File: config.mk
export PLATFORM = sky130hd
export DESIGN_NAME = param_sequence_detector
export DESIGN_NICKNAME = d
export VERILOG_FILES = /design/src/rtl/seq_det_pkg.sv /design/src/rtl/pattern_shift_matcher.sv /design/src/rtl/param_sequence_detector.sv
export SDC_FILE = /design/constraint.sdc
export NUM_CORES = 1
export LEC_CHECK = 0
export BUFFER_PORTS_ARGS = -buffer_cell sky130_fd_sc_hd__buf_2
export CAP_MARGIN = 10
export CORE_MARGIN = 1.5
export CORE_UTILIZATION = 50
export CTS_CLUSTER_SIZE = 16
export DETAILED_ROUTE_END_ITERATION = 16
export PLACE_DENSITY = 0.74
export SETUP_SLACK_MARGIN = 0.1
export SLEW_MARGIN = 10
export SYNTH_ARGS = -nofsm -noshare
export SYNTH_HDL_FRONTEND = slang
export SYNTH_SLANG_ARGS = --single-unit
export TNS_END_PERCENT = 50
File: constraint.sdc
create_clock -name clk -period 2.3 [get_ports clk]
set_input_delay 0.23 -clock clk [delete_from_list [all_inputs] [get_ports clk]]
set_output_delay 0.23 -clock clk [all_outputs]
set_load 0.05 [all_outputs]
File: src/rtl/seq_det_pkg.sv
// Shared types and helpers for the parametrised sequence detector.
// Holds the hunt/forward state encoding, default parameters and the frame-count step.
package seq_det_pkg;

  typedef enum logic {
    HUNT    = 1'b0,
    FORWARD = 1'b1
  } seqState_e;

  localparam int DEF_PAT_W    = 4;
  localparam int DEF_LEN_W    = 4;
  localparam int DEF_CNT_W    = 4;
  localparam bit DEF_SATURATE = 1'b0;

  // Next frame count; counters up to 32 bits wide.
  function automatic logic [31:0] frameCountNext(input logic [31:0] cnt,
                                                 input logic [31:0] maxVal,
                                                 input bit          saturate);
    if (cnt == maxVal) return saturate ? maxVal : 32'd0;
    return cnt + 32'd1;
  endfunction

endpackage

File: src/rtl/pattern_shift_matcher.sv
// Serial history register with fill counter and live compare against the start pattern.
// The match output looks one bit ahead: it reports whether shifting serIn in now completes the pattern.
module pattern_shift_matcher #(
  parameter int PAT_W = 4
) (
  input  logic             clk,
  input  logic             rst,
  input  logic             shiftEn,
  input  logic             clear,
  input  logic             serIn,
  input  logic [PAT_W-1:0] pattern,
  output logic             match
);

  localparam int FILL_W = $clog2(PAT_W + 1);
  localparam logic [FILL_W-1:0] FILL_FULL = FILL_W'(PAT_W);
  localparam logic [FILL_W-1:0] FILL_ARM  = FILL_W'(PAT_W - 1);

  logic [PAT_W-1:0]  history;
  logic [PAT_W-1:0]  histNext;
  logic [FILL_W-1:0] fill;

  assign histNext = {history[PAT_W-2:0], serIn};
  assign match    = (fill >= FILL_ARM) && (histNext == pattern);

  always_ff @(posedge clk or posedge rst) begin
    if (rst) begin
      history <= '0;
      fill    <= '0;
    end else if (clear) begin
      history <= '0;
      fill    <= '0;
    end else if (shiftEn) begin
      history <= histNext;
      if (fill != FILL_FULL) fill <= fill + FILL_W'(1);
    end
  end

endmodule

File: src/rtl/param_sequence_detector.sv
// Hunts for a start pattern on serIn, then forwards payloadLen enabled bits and counts frames.
// serOutValid is a one-cycle strobe qualifying serOut; there is no ready, every strobe must be taken.
module param_sequence_detector
  import seq_det_pkg::*;
#(
  parameter int PAT_W    = DEF_PAT_W,
  parameter int LEN_W    = DEF_LEN_W,
  parameter int CNT_W    = DEF_CNT_W,
  parameter bit SATURATE = DEF_SATURATE
) (
  input  logic             clk,
  input  logic             rst,
  input  logic             clkEn,
  input  logic             serIn,
  input  logic [PAT_W-1:0] pattern,
  input  logic [LEN_W-1:0] payloadLen,
  output logic             serOut,
  output logic             serOutValid,
  output logic [CNT_W-1:0] countOut,
  output logic             frameDone,
  output logic             busy,
  output logic             dbgState
);

  localparam logic [CNT_W-1:0] CNT_MAX = '1;

  seqState_e        state, stateNext;
  logic [LEN_W-1:0] remaining, remNext;
  logic             serOutNext, validNext, doneNext;
  logic [CNT_W-1:0] countNext, countInc;
  logic             shiftEn, histClear, match;

  pattern_shift_matcher #(.PAT_W(PAT_W)) uMatcher (
    .clk     (clk),
    .rst     (rst),
    .shiftEn (shiftEn),
    .clear   (histClear),
    .serIn   (serIn),
    .pattern (pattern),
    .match   (match)
  );

  assign countInc = CNT_W'(frameCountNext(32'(countOut), 32'(CNT_MAX), SATURATE));
  assign busy     = (state == FORWARD);
  assign dbgState = state;

  always_comb begin
    stateNext  = state;
    remNext    = remaining;
    serOutNext = serOut;
    validNext  = 1'b0;
    doneNext   = 1'b0;
    countNext  = countOut;
    shiftEn    = 1'b0;
    histClear  = 1'b0;
    if (clkEn) begin
      case (state)
        HUNT: begin
          shiftEn = 1'b1;
          if (match) begin
            histClear = 1'b1;
            if (payloadLen != '0) begin
              stateNext = FORWARD;
              remNext   = payloadLen;
            end else begin
              doneNext  = 1'b1;
              countNext = countInc;
            end
          end
        end
        FORWARD: begin
          // Keep history empty so no pattern can straddle payload and hunt bits.
          histClear  = 1'b1;
          serOutNext = serIn;
          validNext  = 1'b1;
          remNext    = remaining - LEN_W'(1);
          if (remaining == LEN_W'(1)) begin
            stateNext = HUNT;
            doneNext  = 1'b1;
            countNext = countInc;
          end
        end
        default: stateNext = HUNT;
      endcase
    end
  end

  always_ff @(posedge clk or posedge rst) begin
    if (rst) begin
      state       <= HUNT;
      remaining   <= '0;
      serOut      <= 1'b0;
      serOutValid <= 1'b0;
      frameDone   <= 1'b0;
      countOut    <= '0;
    end else begin
      state       <= stateNext;
      remaining   <= remNext;
      serOut      <= serOutNext;
      serOutValid <= validNext;
      frameDone   <= doneNext;
      countOut    <= countNext;
    end
  end

endmodule

* Word level (Yosys, flattened, before mapping) *
Cells that the tools add are included.

storage, ports and cells
  output and inout port bits = 9
  register bits = 18
  logic and storage cells = 60

cells by class
  equality and inequality tests = 8
  magnitude comparators = 1
  reduce and logical (&&, ||, !) cells = 8
  mux-type cells = 31
  $add $sub $neg = 3
  bitwise gates (word level) = 1

operators with widths
  operator             count
  $mux 4               7
  $pmux 4 s2           2
  $mux 3               5
  $mux 1               14
  $ne 2x2->1 const B   3
  $pmux 1 s2           3
  $add 4x1->4 const B  1
  $eq 4x1->1 const B   1
  $eq 4x4->1           1
  $eq 4x4->1 const B   1
  $reduce_and 2->1     2
  $reduce_and 4->1     1
  $reduce_bool 2->1    2
  $reduce_bool 4->1    1
  $sub 4x1->4 const B  1
  $add 3x1->3 const B  1
  $ge 3x2->1 const B   1
  $ne 3x3->1 const B   1
  $reduce_and 3->1     1
  $ne 2x1->1 const B   1
  $logic_and 1x1->1    1
  $not 1->1            1

* Longest topological paths before layout *
Gate-level depths: netlist (run 1).

  depth after elaboration = 7
  depth in mapped cells = 8

* Modules after synthesis *
Synthesis (run 1) repeated with hierarchy kept, for this count alone.

second synthesis, totals
  cells, all modules = 99
  area total of the unflattened synthesis = 1024.7 µm²

modules (own cells, without submodules)
  module                   times used  cells each  area each (µm²)
  param_sequence_detector  1           63          651.9
  pattern_shift_matcher    1           36          372.9

* Least setup slack after synthesis (run 1) *
No wires, ideal clock.

  path kind = reg2reg
  start = register uMatcher.fill[0]
  end = register countOut[3]
  required time = 2.175 ns
  clock period less this slack = 1.811 ns
  stages on the path, launching flop included = 8
  data arrival time = 1.686 ns
  path buffers = 0
  path slack = 0.489 ns
  path through = dfrtp_1 > ha_1 > ha_1 > a211o_1 > nand4_1 > o31ai_4 > and4_1 > mux2_2

on the way
  longest elaborated chain between the ends = 4

RTL lines
  what                        RTL line                        text
  start, declared             pattern_shift_matcher.sv:21     logic [FILL_W-1:0] fill;
  start signal, assigned      pattern_shift_matcher.sv:35     if (fill != FILL_FULL) fill <= fill + FILL_W'(1);
  $ge 3x2->1                  pattern_shift_matcher.sv:24     assign match = (fill >= FILL_ARM) && (histNext == pattern);
  $logic_and 1x1->1           pattern_shift_matcher.sv:24
  $ne 2x2->1 (no line)        n/a
  $reduce_and 4->1 (no line)  n/a
  end signal, assigned        param_sequence_detector.sv:102  countOut <= countNext;
  end, declared               param_sequence_detector.sv:19   output logic [CNT_W-1:0] countOut,

No other way between the ends.
A chain may end at the register's enable or synchronous reset.

* Final worst setup path (run 1) *
  start = register uMatcher.fill[0]
  end = register remaining[2]

on the way
  longest elaborated chain between the ends = 4

RTL lines
  what                        RTL line                       text
  $ge 3x2->1                  pattern_shift_matcher.sv:24
  $logic_and 1x1->1           pattern_shift_matcher.sv:24
  $ne 2x2->1 (no line)        n/a
  $reduce_and 3->1 (no line)  n/a
  end signal, assigned        param_sequence_detector.sv:98  remaining <= remNext;
  end, declared               param_sequence_detector.sv:28  logic [LEN_W-1:0] remaining, remNext;

No other way between the ends.

==> results of run 1 <==
cells in the mapped netlist (2+ instances only):
master     count
o211a_1        2
a31oi_1        4
a21o_1         2
nand4_1        3
nor3b_1        3
nor3_1         2
nand3_1        3
mux2_2         4
o21ai_0        4
nand2b_1       2
nor2_1         2
and2_1         2
o2bb2ai_1      4
xnor2_1        5
ha_1           6
clkbuf_1       2
dfrtp_1       18
inv_1          7
nand2_1       10
cell type report:
cell class | count | area share
repair buffers | 21 | 0.0940
inverters | 7 | 0.0230
multi-input cells | 67 | 0.440
well taps | 27 | 0.0295
clock buffers | 3 | 0.0197
flip-flops and latches | 18 | 0.393
per-stage QoR:
stage	cells	hold WS [ns]	utilization
finish	143	0.0327	0.596
global route	143	0.0910	0.596
CTS	143	0.0561	0.596
detailed placement	140	0.368	0.584
global placement	140	0.373	0.584
floorplan	96	0.169	-
worst max-delay path by stage:
stage / end / slack (ns) / cells after the start / from
detailed placement: remaining[3]$_DFFE_PP0P_ / 0.30 / 7 / uMatcher.fill[0]$_DFFE_PP0P_
finish: remaining[2]$_DFFE_PP0P_ / 0.30 / 7 / uMatcher.fill[0]$_DFFE_PP0P_
floorplan: countOut[3]$_DFFE_PP0P_ / 0.49 / 7 / uMatcher.fill[0]$_DFFE_PP0P_
CTS: remaining[2]$_DFFE_PP0P_ / 0.30 / 7 / uMatcher.fill[0]$_DFFE_PP0P_
global route: uMatcher.fill[0]$_DFFE_PP0P_ / 0.14 / 7 / uMatcher.fill[0]$_DFFE_PP0P_
global placement: remaining[3]$_DFFE_PP0P_ / 0.38 / 7 / uMatcher.fill[0]$_DFFE_PP0P_
cells in the final DEF (no fill, tap or decap), types with 4 or more instances in the layout:
master | Yosys | layout
mux2_2 | 4 | 4
nand2_1 | 10 | 10
o21ai_0 | 4 | 4
dfrtp_1 | 18 | 18
xnor2_1 | 5 | 5
ha_1 | 6 | 6
o2bb2ai_1 | 4 | 4
inv_1 | 7 | 7
a31oi_1 | 4 | 4
buf_2 | 1 | 20
state kept, by name, indices dropped and copies added (netlist names):
signal and count:
remaining 4, uMatcher.fill 3, frameDone 1, uMatcher.history 3, serOutValid 1, busy 1
countOut 4, serOut 1
power groups by stage:
| stage | combinational [W] | sequential, W | clock (W) |
|---|---|---|---|
| after floorplan | 0.000400 | 0.000641 | 0 |
| after global placement | 0.000639 | 0.000525 | 0 |
| after detailed placement | 0.000654 | 0.000530 | 0 |
| after CTS | 0.000658 | 0.000524 | 0.000152 |
| after global routing | 0.000719 | 0.000544 | 0.000172 |
| final | 0.000657 | 0.000524 | 0.000148 |
kinds of logic after synthesis:
| logic type | Yosys count | share of synthesized area |
|---|---|---|
| compound gates | 24 | 0.195 |
| xor+xnor | 5 | 0.0437 |
| fa+ha+maj | 6 | 0.0750 |
| buf+inv | 11 | 0.0463 |
| flops | 18 | 0.450 |
| mux | 4 | 0.0450 |
| simple gates | 28 | 0.145 |
per-layer routing:
metal  vias up  GRT usage  wire [µm]
li1        389          -          -
met1       358      0.277        894
met2        14      0.277        889
met3         2     0.0453         57
met4         0     0.0486          9
met5         -          0          0
==> metrics.yaml, run 1 <==
run_status:
  outcome: "finished, final reports clean"
placement:
  placement.io_buffers: 20
  gpl.final_weighted_congestion: 0.754
  dpl_hpwl_um: 1380
  placedInstanceArea_um2: 1120
  dp_worst_setup_slack_ns: 0.305
floorplanning:
  placement_rows: 16
  count_of_pins_on_the_block_boundary: 21
  initial_core_util: 0.521
  die-height_um: 47.7
  fp.coreArea_um2: 1920
  die_area_um2: 2280
  die_width_um: 47.7
global_routing:
  number_of_antenna_violations_at_the_first_check_in_global_routing: 0
  grt_overflow_total: 0
  grt_usage: 0.188
  grt_first_pass_wirelength_um: 2970
  via_count_of_the_first_global_routing_pass: 691
  grt_start_max_net_pins: 19
timing:
  skew_ns: 0.00147
  setup_tns_ns: 0
  worst_slew_pin_slew_ns: 0.681
  slew-limit-headroom: 0.546
  fin_crit_sh: 0.870
  grt_setup_unrepaired: "no"
  fin_ws_ns: 0.300
  final_period_minus_worst_setup_slack_ns: 2.00
  final-setup-viol-count: 0
  hold_viol: 0
  slew_violations: 0
  max_freq_ghz: 0.500
worst_setup_path:
  regToRegSetupSlack_ns: 0.30
  reg2reg_depth: 7
  crit_path_start_kind: "register"
  worst_path_max_delay_cell: "dfrtp_1"
  end_kind: "register"
  worstPathCellList: "ha_1 > ha_1 > a211o_1 > nand4_1 > o21bai_2 > and2_1 > o211a_1"
  crit_buf_inv: 0
  critical-path-max-stage-delay_ns: 0.42
  crit_type: "reg -> reg"
  arrival_ns: 2.18
  critical-path-top-cell-by-count: "ha_1"
  worst_path_dominant_cell_family: "compound AO/OA/AOI/OAI gates"
  cp.required_ns: 2.48
  r2r_start: "uMatcher.fill[0]$_DFFE_PP0P_"
  timing.critical_path.fanout_max: 15
  regToRegEndpoint: "remaining[2]$_DFFE_PP0P_"
cells_and_area:
  antenna_cells_inserted: 0
  layout.nets: 136
  multi_input_gate_area_in_the_final_layout_um2: 504
  post_route_cells_drive_above_1_share: 0.259
  layout.area.seq_um2: 450
  design_area_um2: 1140
  area_delta_synth_final_pct: 14.4
  nFillCells: 186
power:
  p_comb_frac: 0.494
  pwr-share-clk: 0.111
  vdd_ir_drop_max_uv: 498
  internal_pwr_total_w: 0.000739
  power.total_w: 0.00133
  p_per_area_nw_per_um2: 1160
  p_sw_frac: 0.444
  total_leakage_power_nw: 0.566
  switching_power_w: 0.000590
  seq_power_share: 0.394
job:
  drv_cap: 0
synth:
  synth_enable_flop_cells: 0
  dominant_register_cell_in_the_synthesized_netlist: "dfrtp_1"
  postSynthCellCount: 96
  ys_ff_latch: 18
  synth_cell_type_count: 30
  yosysTopAreaCellShare: 0.450
  synth.area.top_cells: "dfrtp_1 (45%), ha_1 (7.5%), mux2_2 (4.5%)"
  synth_top_cell_by_area: "dfrtp_1"
  synth_area_um2: 1000
  ys_seq_area_frac: 0.450
  async_flop_share: 1.00
  syn_nets: 114
  syn-mean-instance-area_um2: 10.4
  synth_warnings: 0
drt:
  via_per_inst: 5.34
  drt-initial-drc-count: 18
  route.antenna.remaining_nets: 0
  wire_per_inst_um: 12.9
  dr_total_vias: 763
  drc: 0
  number_of_detailed_routing_iterations_run_before_antenna_repair: 4
  route.final.wire_length_um: 1850
cts:
  clkLatencyLatePin_ns: 0.28
  clock_path_buffers: 2
  cts_sinks: 18
  postCtsResizedCells: 0
  cts_tree: "done"
  ctsHoldBuffers: 0
  clock_tree.root_cell: "clkbuf_4"
  cts_buffers: 3
  ctsHtreeMaxLevel: 1
  clkTransAtPathRegs_ns: 0.09
  cts.repair_timing.setup_buffer_count: 0
worst_hold_path:
  hp-class: "in -> async"
Power figures use the tool's default switching activity.
==> inputs of run 2 (changes only) <==
- PLACE_DENSITY: 0.74 -> not set
- PLACE_DENSITY_LB_ADDON: not set -> 0.12
- SYNTH_HIERARCHICAL: not set -> 1
==> metrics.yaml, run 2 <==
run_status:
  outcome: "finished, final reports clean"  # unchanged
placement:
  placedInstanceArea_um2: 1140  # was 1120 µm²
  placement.io_buffers: 20  # unchanged
  dp_worst_setup_slack_ns: 0.178  # was 0.305 ns
  dpl_hpwl_um: 1480  # was 1380 µm
  gpl.final_weighted_congestion: 0.838  # was 0.754
timing:
  fin_ws_ns: 0.221  # was 0.300 ns
  max_freq_ghz: 0.481  # was 0.500 GHz
  worst_slew_pin_slew_ns: 0.471  # was 0.681 ns
  fin_crit_sh: 0.904  # was 0.870
  skew_ns: 0.00209  # was 0.00147 ns
  final_period_minus_worst_setup_slack_ns: 2.08  # was 2.00 ns
  grt_setup_unrepaired: "no"  # unchanged
  slew_violations: 0  # unchanged
  hold_viol: 0  # unchanged
  setup_tns_ns: 0  # unchanged
  final.hold.worst_slack_ns: 0.223  # was 0.0327 ns
  final-setup-viol-count: 0  # unchanged
  slew-limit-headroom: 0.686  # was 0.546
cts:
  cts_tree: "done"  # unchanged
  cts_buffers: 3  # unchanged
  clkLatencyLatePin_ns: 0.28  # about the same
  clock_path_buffers: 2  # unchanged
  ctsHtreeMaxLevel: 1  # unchanged
  clock_tree.root_cell: "clkbuf_4"  # unchanged
  postCtsResizedCells: 0  # unchanged
  clkTransAtPathRegs_ns: 0.10  # was 0.09 ns
  cts_sinks: 18  # unchanged
synth:
  dominant_register_cell_in_the_synthesized_netlist: "dfrtp_1"  # unchanged
  synth_common_cells: "dfrtp_1 (18), inv_1 (9), nand2_1 (8)"  # was dfrtp_1 (18), nand2_1 (10), inv_1 (7)
  synth_enable_flop_cells: 0  # unchanged
  synth_fa_ha_area_frac: 0.0733  # was 0.0750
  synth_most_common_cell: "dfrtp_1"  # unchanged
  synth.area.top_cells: "dfrtp_1 (44%), ha_1 (7.3%), mux2i_1 (4.9%)"  # was dfrtp_1 (45%), ha_1 (7.5%), mux2_2 (4.5%)
  yosysTopAreaCellShare: 0.440  # was 0.450
  ys_ff_latch: 18  # unchanged
  postSynthCellCount: 99  # was 96
  synth_warnings: 6  # was 0
  synth_area_um2: 1020  # was 1000 µm²
  muxShareOfSynthArea: 0.0708  # was 0.0450
  main_combinational_cell_family_by_area_after_synthesis: "compound AO/OA/AOI/OAI gates"  # unchanged
  syn_nets: 117  # was 114
  synth_simple_gate_area_share: 0.118  # was 0.145
  synth_cell_type_count: 35  # was 30
  syn-mean-instance-area_um2: 10.4  # about the same
  synth_xor_area_frac: 0.0513  # was 0.0438
  complex_gate_fraction_of_the_synthesized_area: 0.184  # was 0.195
  ys_seq_area_frac: 0.440  # was 0.450
  async_flop_share: 1.00  # unchanged
  synth_top_cell_by_area: "dfrtp_1"  # unchanged
drt:
  drt-initial-drc-count: 11  # was 18
  route.antenna.remaining_nets: 0  # unchanged
  wire_per_inst_um: 12.7  # was 12.9 µm
  drc: 0  # unchanged
  number_of_detailed_routing_iterations_run_before_antenna_repair: 4  # unchanged
  via_per_inst: 5.29  # was 5.34
  route.final.wire_length_um: 1900  # was 1850 µm
  dr_total_vias: 788  # was 763
power:
  total_leakage_power_nw: 0.585  # was 0.566 nW
  vdd_ir_drop_max_uv: 694  # was 498 µV
  p_per_area_nw_per_um2: 1270  # was 1160 nW/µm²
  power.total_w: 0.00152  # was 0.00133 W
floorplanning:
  fp.coreArea_um2: 1940  # was 1920 µm²
  placement_rows: 16  # unchanged
  die_width_um: 48.3  # was 47.7 µm
  initial_core_util: 0.528  # was 0.521
  die-height_um: 48.3  # was 47.7 µm
  die_area_um2: 2330  # was 2280 µm²
  count_of_pins_on_the_block_boundary: 21  # unchanged
worst_hold_path:
  hold-path-endpoint: "serOut$_DFFE_PP0P_"
  hold_path_depth: 2
  min_from: "serIn"
  hp-class: "in -> reg"  # was in -> async
worst_setup_path:
  crit_type: "reg -> reg"  # unchanged
  crit_path_start_kind: "register"  # unchanged
  timing.critical_path.fanout_max: 5  # was 15
  reg2reg_depth: 8  # was 7
  regToRegSetupSlack_ns: 0.22  # was 0.30 ns
  cp.required_ns: 2.48  # about the same
  end_kind: "register"  # unchanged
  arrival_ns: 2.26  # was 2.18 ns
  regToRegEndpoint: "remaining[3]$_DFFE_PP0P_"  # was remaining[2]$_DFFE_PP0P_
  r2r_start: "uMatcher/fill[0]$_DFFE_PP0P_"  # was uMatcher.fill[0]$_DFFE_PP0P_
cells_and_area:
  area_delta_synth_final_pct: 16.5  # was 14.4%
  design_area_um2: 1190  # was 1140 µm²
  layout.cells.most_common: "buf_2"  # unchanged
  largest_registers: "countOut x4, remaining x4"  # unchanged
  layout.nets: 141  # was 136
  most_used_cells_in_the_layout_excluding_fill_and_tap_cells: "buf_2 (20), dfrtp_1 (18), inv_1 (9), nand2_1 (8)"  # was buf_2 (20), dfrtp_1 (18), nand2_1 (10), inv_1 (7), ha_1 (6)
  post_route_cells_drive_above_1_share: 0.279  # was 0.259
  antenna_cells_inserted: 0  # unchanged
job:
  drv_cap: 0  # unchanged
global_routing:
  grt_usage: 0.191  # was 0.188
  grt_overflow_total: 0  # unchanged
  number_of_antenna_violations_at_the_first_check_in_global_routing: 0  # unchanged
  grt_start_max_net_pins: 14  # was 19
  grt_first_pass_wirelength_um: 3010  # was 2970 µm
  via_count_of_the_first_global_routing_pass: 686  # was 691
[run 2: worst max-delay path, stage by stage, from the launching register on]
cell,delay [ns]
dfrtp_1,0.41
ha_1,0.18
ha_1,0.14
a211oi_1,0.05
nor3_1,0.34
o41a_1,0.26
nand2_1,0.14
o22a_1,0.21
o221a_2,0.25
[run 2: cell families (layout without fill, tap and decap cells)]
group                    after synthesis  after routing
AO/OA/AOI/OAI                         23             23
XOR/XNOR                               6              6
adder cells (fa/ha/maj)                6              6
buffers and inverters                 14             37
flip-flops                            18             18
multiplexers                           7              7
AND/OR/NAND/NOR                       25             25
[run 2: cell type report]
| cell class | count | area, µm² |
|---|---|---|
| Inverter | 10 | 37.5 |
| Fill cell | 181 | 748 |
| Multi-Input combinational cell | 67 | 510 |
| Sequential cell | 18 | 450 |
| Timing Repair Buffer | 23 | 125 |
| Clock buffer | 4 | 36.3 |
| Tap cell | 27 | 33.8 |
[run 2: repair_timing]
item,in CTS,in global routing
setup buffers,0,1
setup endpoints to repair,0,3
hold buffers,1,0
endpoints found under the hold margin,18,0
[run 2: worst max-delay path by stage]
| stage | start | to | slack [ns] |
|---|---|---|---|
| after floorplan | uMatcher/fill[0]$_DFFE_PP0P_ | remaining[1]$_DFFE_PP0P_ | 0.39 |
| after global placement | uMatcher/fill[0]$_DFFE_PP0P_ | remaining[1]$_DFFE_PP0P_ | 0.30 |
| after detailed placement | uMatcher/fill[0]$_DFFE_PP0P_ | remaining[1]$_DFFE_PP0P_ | 0.18 |
| after CTS | uMatcher/fill[0]$_DFFE_PP0P_ | remaining[1]$_DFFE_PP0P_ | 0.16 |
| after global routing | uMatcher/fill[0]$_DFFE_PP0P_ | remaining[1]$_DFFE_PP0P_ | 0.11 |
| final | uMatcher/fill[0]$_DFFE_PP0P_ | remaining[3]$_DFFE_PP0P_ | 0.22 |
[run 2: through the flow]
| stage | utilization | std cells |
|---|---|---|
| 3_3_place_gp | 0.587 | 143 |
| 4_1_cts | 0.611 | 148 |
| 6_report | 0.615 | 149 |
| 3_5_place_dp | 0.587 | 143 |
| 2_1_floorplan | - | 99 |
| 5_1_grt | 0.615 | 149 |
[run 2: where the power goes]
group | internal [W] | switching, W
registers | 0.000443 | 0.000156
logic | 0.000300 | 0.000435
clock network | 0.0000963 | 0.0000904
total | 0.000839 | 0.000682
[run 2: layer usage]
| metal | global-route usage | share of wire | wire, µm | vias to the layer above |
|---|---|---|---|---|
| li1 | - | - | - | 396 |
| met1 | 0.265 | 0.50 | 948 | 362 |
| met2 | 0.279 | 0.43 | 826 | 26 |
| met3 | 0.0519 | 0.051 | 96 | 4 |
| met4 | 0.0811 | 0.014 | 27 | 0 |
| met5 | 0 | 0 | 0 | - |
